### config.mk
export PLATFORM = sky130hd
export DESIGN_NAME = dot_sequencer
export DESIGN_NICKNAME = d
export VERILOG_FILES = /design/src/rtl/dot_sequencer.sv
export SDC_FILE = /design/constraint.sdc
export NUM_CORES = 1
export LEC_CHECK = 0
export ABC_AREA = 1
export BUFFER_PORTS_ARGS = -buffer_cell sky130_fd_sc_hd__buf_2
export CORE_ASPECT_RATIO = 1.4
export CORE_MARGIN = 5
export CORE_UTILIZATION = 65
export CTS_BUF_LIST = sky130_fd_sc_hd__clkbuf_8
export DETAILED_ROUTE_END_ITERATION = 6
export PLACE_DENSITY = 0.79
export SLEW_MARGIN = 0
export SYNTH_ARGS = -nofsm -noshare
export SYNTH_HDL_FRONTEND = slang
export SYNTH_SLANG_ARGS = --single-unit
### constraint.sdc
create_clock -name clk -period 9.65 [get_ports clk]
set_input_delay 0.4825 -clock clk [delete_from_list [all_inputs] [get_ports clk]]
set_output_delay 0.4825 -clock clk [all_outputs]
set_load 0.02 [all_outputs]
### src/rtl/dot_sequencer.sv
// dot_sequencer: buffers a vector of operand pairs, replays them into an
// external MAC one pair per cycle, and reports the dot product as the MAC
// accumulator value after the replay minus the value captured just before it.
// Real-valued ports use a signed fixed-point word of DATA_W bits. The
// sequencer only moves words and takes one difference, so the position of
// the binary point does not matter here. 0.0 is the all-zero word.
module dot_sequencer #(
  parameter int DEPTH  = 16,
  parameter int CNT_W  = $clog2(DEPTH) + 1,
  parameter int DATA_W = 32
) (
  input  logic                     clk,
  input  logic                     rst_n,
  input  logic                     in_valid,
  output logic                     in_ready,
  input  logic signed [DATA_W-1:0] in_a,
  input  logic signed [DATA_W-1:0] in_b,
  input  logic                     in_last,
  output logic signed [DATA_W-1:0] mac_a,
  output logic signed [DATA_W-1:0] mac_b,
  input  logic signed [DATA_W-1:0] acc_in,
  output logic                     res_valid,
  input  logic                     res_ready,
  output logic signed [DATA_W-1:0] res_data,
  output logic [CNT_W-1:0]         res_len,
  output logic                     res_trunc
);

  localparam int AW = $clog2(DEPTH);

  typedef enum logic [2:0] {
    S_IDLE,
    S_LOAD,
    S_BASE,
    S_ISSUE,
    S_DRAIN,
    S_RESULT
  } state_t;

  state_t                   state;
  logic [CNT_W-1:0]         count;
  logic [CNT_W-1:0]         idx;
  logic signed [DATA_W-1:0] base;
  logic signed [DATA_W-1:0] mem_a [DEPTH];
  logic signed [DATA_W-1:0] mem_b [DEPTH];
  logic                     beat;

  // The downstream accumulator may wrap. A modular difference still gives
  // the correct delta as long as the true sum fits in DATA_W.
  function automatic logic signed [DATA_W-1:0] acc_delta(
    input logic signed [DATA_W-1:0] now_val,
    input logic signed [DATA_W-1:0] start_val
  );
    acc_delta = now_val - start_val;
  endfunction

  assign beat = in_valid && in_ready;

  // Operand buffer: an accepted beat always lands in slot 'count'.
  always_ff @(posedge clk) begin
    if (beat) begin
      mem_a[count[AW-1:0]] <= in_a;
      mem_b[count[AW-1:0]] <= in_b;
    end
  end

  // Sequencer FSM. All outputs are registered. The MAC operands default to
  // 0.0, so the MAC accumulates nothing outside ISSUE.
  always_ff @(posedge clk or negedge rst_n) begin
    if (!rst_n) begin
      state     <= S_IDLE;
      in_ready  <= 1'b0;
      mac_a     <= '0;
      mac_b     <= '0;
      res_valid <= 1'b0;
      res_data  <= '0;
      res_len   <= '0;
      res_trunc <= 1'b0;
      count     <= '0;
      idx       <= '0;
      base      <= '0;
    end else begin
      mac_a <= '0;
      mac_b <= '0;
      case (state)
        S_IDLE: begin
          in_ready <= 1'b1;
          if (beat) begin
            count <= CNT_W'(1);
            if (in_last) begin
              state    <= S_BASE;
              in_ready <= 1'b0;
            end else begin
              state <= S_LOAD;
            end
          end
        end
        S_LOAD: begin
          if (beat) begin
            count <= count + CNT_W'(1);
            // A full buffer ends the vector. Without in_last, that is a truncation.
            if (in_last || (count == CNT_W'(DEPTH - 1))) begin
              state     <= S_BASE;
              in_ready  <= 1'b0;
              res_trunc <= !in_last;
            end
          end
        end
        S_BASE: begin
          // Snapshot the accumulator and present slot 0 for the first issue cycle.
          base  <= acc_in;
          mac_a <= mem_a[0];
          mac_b <= mem_b[0];
          idx   <= CNT_W'(1);
          state <= S_ISSUE;
        end
        S_ISSUE: begin
          // 'idx' is the slot to present next. Reaching 'count' means the
          // last pair is on the bus this cycle.
          if (idx == count) begin
            state <= S_DRAIN;
          end else begin
            mac_a <= mem_a[idx[AW-1:0]];
            mac_b <= mem_b[idx[AW-1:0]];
            idx   <= idx + CNT_W'(1);
          end
        end
        S_DRAIN: begin
          // The MAC has registered the final product, so acc_in now holds the full sum.
          res_data  <= acc_delta(acc_in, base);
          res_len   <= count;
          res_valid <= 1'b1;
          state     <= S_RESULT;
        end
        S_RESULT: begin
          if (res_ready) begin
            res_valid <= 1'b0;
            res_trunc <= 1'b0;
            count     <= '0;
            idx       <= '0;
            in_ready  <= 1'b1;
            state     <= S_IDLE;
          end
        end
        default: begin
          state    <= S_IDLE;
          in_ready <= 1'b0;
        end
      endcase
    end
  end

endmodule

* After elaboration in Yosys (flattened, before gate mapping) *
Memories as Yosys holds them, arrays and structs flattened.
Cells that the tools add are included.

word-level totals
  register bits after elaboration = 149
  bits in latches = 0
  memory bits (writable) = 1024
  memory bits (read-only) = 0
  bits of input ports = 101
  word-level logic and storage cells = 75
  memories = 2

cells by class
  $add $sub $neg = 3
  multiply operators = 0
  divide/modulo/power cells = 0
  magnitude comparators = 0
  eq/ne operators = 13
  shift-type cells = 0
  mux-type cells = 30
  bitwise logic cells = 1
  reductions and logical operators = 15

memory list
  name   depth  width  rd ports  clocked after memory_dff  write ports  RTL line  text
  mem_a  16     32     2         0                         1            44        logic signed [DATA_W-1:0] mem_a [DEPTH];
  mem_b  16     32     2         0                         1            45        logic signed [DATA_W-1:0] mem_b [DEPTH];

operators with widths
  operator                                        count
  one-hot mux 32 bit (2 select lines)             2
  2-to-1 mux 32 bit                               2
  subtractor 32 bit                               1
  one-hot mux 5 bit (3 select lines)              2
  2-to-1 mux 5 bit                                4
  one-hot mux 3 bit (6 select lines)              1
  2-to-1 mux 3 bit                                5
  != test 2 bit (second input constant)           6
  AND reduction 4 bit                             3
  adder 5 x 1 -> 5 bit (second input constant)    2
  2-to-1 mux 1 bit                                10
  == test 3 x 2 -> 1 bit (second input constant)  2
  == test 3 bit (second input constant)           2
  nonzero test 3 bit                              2
  == test 5 x 4 -> 1 bit (second input constant)  1
  == test 5 bit                                   1
  AND reduction 5 bit                             1
  one-hot mux 1 bit (2 select lines)              2
  one-hot mux 1 bit (4 select lines)              1
  nonzero test 2 bit                              2
  == test 3 x 1 -> 1 bit (second input constant)  1
  zero test 3 bit                                 1
  AND reduction 3 bit                             1
  OR reduction 3 bit                              1
  other kinds (6)                                 6

* Longest topological paths before layout *
  depth in word-level cells = 5
  mapped depth = 15
  mapped depth without buffers = 15

* Worst setup path before layout *
No wires, ideal clock.

  path kind = reg2reg
  start point = register in_ready
  end point = memory mem_a[0][0] (enable)
  library setup time = 486 ps
  arrival time = 3465 ps
  data required time = 9164 ps
  slack = 5699 ps
  cell stages (with the launch flop) = 5
  path through = dfrtp_1 > nand2_1 > inv_1 > nand2_1 > nor2_1

between the ends
  longest elaborated chain between the ends = 3

RTL lines
  what                                    RTL line  text
  from (decl)                             15        output logic in_ready,
  from (signal assigned)                  72        in_ready <= 1'b0;
  from (signal assigned)                  87        in_ready <= 1'b1;
  from (signal assigned)                  92        in_ready <= 1'b0;
  logical AND 1 bit                       57        assign beat = in_valid && in_ready;
  2-to-1 mux 1 bit                        61        if (beat) begin
  2-to-1 mux 1 bit (implied by the code)  62        mem_a[count[AW-1:0]] <= in_a;
  to (decl)                               44

Every way passes these cells.

* Worst setup path in the final report *
  start point = register idx[0]
  end point = register mac_b[24]

between the ends
  longest elaborated chain between the ends = 3
  elaborated cells on any way between the ends = 4
  classes of those cells = eq/ne (1); mux (2); memory (1)

RTL lines
  what                                                          RTL line  text
  from (decl)                                                   42        logic [CNT_W-1:0] idx;
  from (signal assigned)                                        125       idx <= idx + CNT_W'(1);
  memory (16 x 32 bit) / == test 5 bit (equally long branches)  n/a
  2-to-1 mux 32 bit *                                           120       if (idx == count) begin
  one-hot mux 32 bit (2 select lines) *                         85        case (state)
  to (signal assigned)                                          113       mac_b <= mem_b[0];
  to (signal assigned)                                          124       mac_b <= mem_b[idx[AW-1:0]];
  to (decl)                                                     20        output logic signed [DATA_W-1:0] mac_b,

Mark *: on every way between the ends. The rest lies on a longest branch, timed or not.
A chain may end at the register's enable or synchronous reset.

==> run_results.csv <==
group,metric,value,unit
critical_path,timing.rr.end,"mac_b[24]",
synth,synth_top_cell_area_share,64.3,%
synth,synth-compound-area-share,11.0,%
synth,netlist_instances,4068,
placed_design,dp_hpwl,60.1,mm
clock_network,numCtsBuffers,164,
run_status,status,"completed",
cells_and_area,layout-drive-gt1-share,11.3,%
worst_hold_path,hold_class,"primary input to flop",
synth,synth_edf_count,1024,
critical_path,required,10310,ps
critical_path,startpoint,"idx[0]",
critical_path,criticalPathCategory,"flop to flop",
synth,synth_top_area_cell,"edfxtp_1",
route,ant_nets,0,
timing,skew,38.4,ps
placed_design,pre_cts_ws,5500,ps
clock_network,cts_root_buffer,"clkbuf_8",
placed_design,port_buffers,204,
clock_network,cts_tree,"done",
worst_hold_path,worstHoldStart,"in_a[6]",
die,fp.dieW,239,um
cells_and_area,final_cell_area,53700,um^2
synth,synth.area.mux_share,0,%
synth,synth_top_family_by_area,"simple AND/OR/NAND/NOR gates",
synth,yosysSeqAreaShare,72.2,%
cells_and_area,nets,4479,
placed_design,gp_congestion,0.924,
timing,hold_viol,0,
critical_path,cp-end-kind,"flop",
timing,finalCritPeriodShare,44.0,%
global_routing,grt_max_degree,246,
route,num_vias,32800,
clock_network,cts_buffer_depth,3,
timing,min_period,4250,ps
critical_path,worstPathMaxFanout,153,
cells_and_area,syn_to_final_growth,12.3,%
run,maxCapViolations,0,
critical_path,worstPathCellList,"inv_8 > buf_4 > buf_4 > a21oi_1 > o21ai_1 > o211ai_1 > nand3_1 > nand3_1 > nand2_1 > o21ai_1",
route,avgViaCountPerCell,6.05,
timing,rsz0062_at_grt,"false",
global_routing,grt.total_usage,30.1,%
critical_path,crit_end,"mac_b[24]",
synth,synth.cells.most_frequent,"edfxtp_1 (1024), nor2_1 (660), nand2_1 (608), o21ai_0 (527), inv_1 (199)",
clock_network,clock_latency,840,ps
clock_network,htreeDepth,4,
global_routing,grt_pass1_vias,32100,
critical_path,worstPathArrival,4900,ps
placed_design,place_area,49500,um^2
die,die_area,79100,um^2
route,drtIter0Drc,3993,
synth,syn-num-nets,4207,
synth,synthAdderAreaFrac,1.01,%
timing,maxSlewHeadroom,18.1,%
route,wl,120,mm
die,die_y,331,um
synth,synth_xor_area_share,0.385,%
critical_path,r2r-start,"idx[0]",
timing,fin_ws,5400,ps
clock_network,clock-sinks,1173,
global_routing,antenna_found_initial,9,
clock_network,cts_resized,0,
synth,yosys.area_share.simple,11.8,%
clock_network,clk_pin_slew,70,ps
synth,synth_most_common_cell,"edfxtp_1",
die,initial_core_util,65.5,%
synth,ys_warn_count,0,
timing,tns,0,ps
global_routing,gr-total-overflow,0,
critical_path,reg2reg_depth,10,
synth,ys_types,34,
critical_path,worst-r2r-setup-slack,5400,ps
synth,synth_ff_type,"edfxtp_1",
route,firstDrtPassIters,6,
synth,syn-mean-instance-area,11.7,um^2
synth,synthTopCellsByArea,"edfxtp_1 (64%), dfrtp_1 (7.8%), o21ai_0 (5.5%)",
pwr,p_leak,19.9,nW
pwr,power.density,259,nW/um^2
die,row_count,117,
synth,synthArstFlopShare,12.7,%
route,wl_per_cell,22.2,um
critical_path,cpPeakStageDelay,890,ps
synth,synthesis.area,47800,um^2
route,drc_errors,0,
pwr,peakVddDrop,0.287,mV
critical_path,critPathLaunchType,"flop",
die,pin_count,205,
timing,tightest_slew,1230,ps
synth,ys_ff_latch,1173,
global_routing,grt_pass1_wl,181,mm
clock_network,post_cts.repair.setup_buffers,0,
pwr,total_power,0.0139,W
timing,slew_viol_final,0,
timing,fmax,235,MHz
die,core,72900,um^2
critical_path,critPathSlowestCell,"buf_4",
timing,setup_violations,0,
cells_and_area,fill_cells,4589,
-- timing repair --
item / in CTS / in global routing
hold buffers: 92 / 0
hold endpoints to repair: 902 / 0
setup endpoints to repair: 0 / 0
-- report_power, final --
part / switching [W] / leakage [nW] / internal [W] / total [W]
Combinational: 0.00284 / 6.92 / 0.00118 / 0.00402
Sequential: 0.000201 / 11.1 / 0.00592 / 0.00612
Clock: 0.00182 / 1.87 / 0.00194 / 0.00376
Total: 0.00486 / 19.9 / 0.00904 / 0.0139
-- placed cells by master, fill, tap and decap left out, types with 97 or more instances in the layout --
cell type,count
buf_2,203
clkbuf_8,191
dfrtp_1,146
edfxtp_1,1024
inv_1,252
nand2_1,607
nand3_1,147
nor2_1,643
o211ai_1,97
o21ai_0,527
o21ai_1,129
o22ai_1,145
-- logic make-up after synthesis --
logic type / Yosys count
buf+inv: 435
compound gates: 965
fa+ha+maj: 38
flops: 1173
xor+xnor: 21
simple gates: 1436
-- metal layers --
layer  part of all wire, %  vias to the layer above  global-route usage (%)  wire [um]
met5                 0.024                        -                       0         29
met4                   4.2                        6                    13.2       5100
met3                   9.4                      344                    5.53      11400
met2                    50                     1735                    51.4      60000
met1                    37                    15800                    38.1      44000
li1                      -                    14900                       -          -
-- worst min-delay path by stage --
stage,to,cells after the start
2_1_floorplan,base[0],0
3_3_place_gp,res_valid,2
3_5_place_dp,res_data[24],2
4_1_cts,mem_a[4][15],1
5_1_grt,mem_a[5][0],1
6_report,mem_a[0][6],1
-- state kept, by name (all words and copies together), names as in the netlist --
signal	cells
mem_a	512
mem_b	512
base	32
mac_a	32
mac_b	32
res_data	32
count	5
idx	5
res_len	5
state	3
in_ready	1
res_trunc	1
res_valid	1
-- worst max-delay path: cells and delay by family (launching register included) --
kind / cells / cell delay, ps
flops: 1 / 720
simple gates: 3 / 320
compound gates: 4 / 460
buf+inv: 3 / 2370
-- area by class of cell --
type	count	area (um^2)	share of cell area, %
flip-flops and latches	1173	34500	64.3
multi-input cells	2460	11700	21.8
clock buffers	191	2630	4.90
repair buffers	336	2270	4.24
well taps	952	1190	2.22
inverters	205	785	1.46
clock inverters	107	596	1.11
diodes	6	15.0	0.0280
-- metrics by stage --
stage                     hold slack, ps  instances  utilization (%)
final                               63.2       5430             73.6
after global routing                22.2       5429             73.6
after CTS                          0.690       5424             73.6
after detailed placement             461       5034             67.9
after global placement               453       5034             67.9
after floorplan                      187       4068                -
Power figures use the tool's default switching activity.
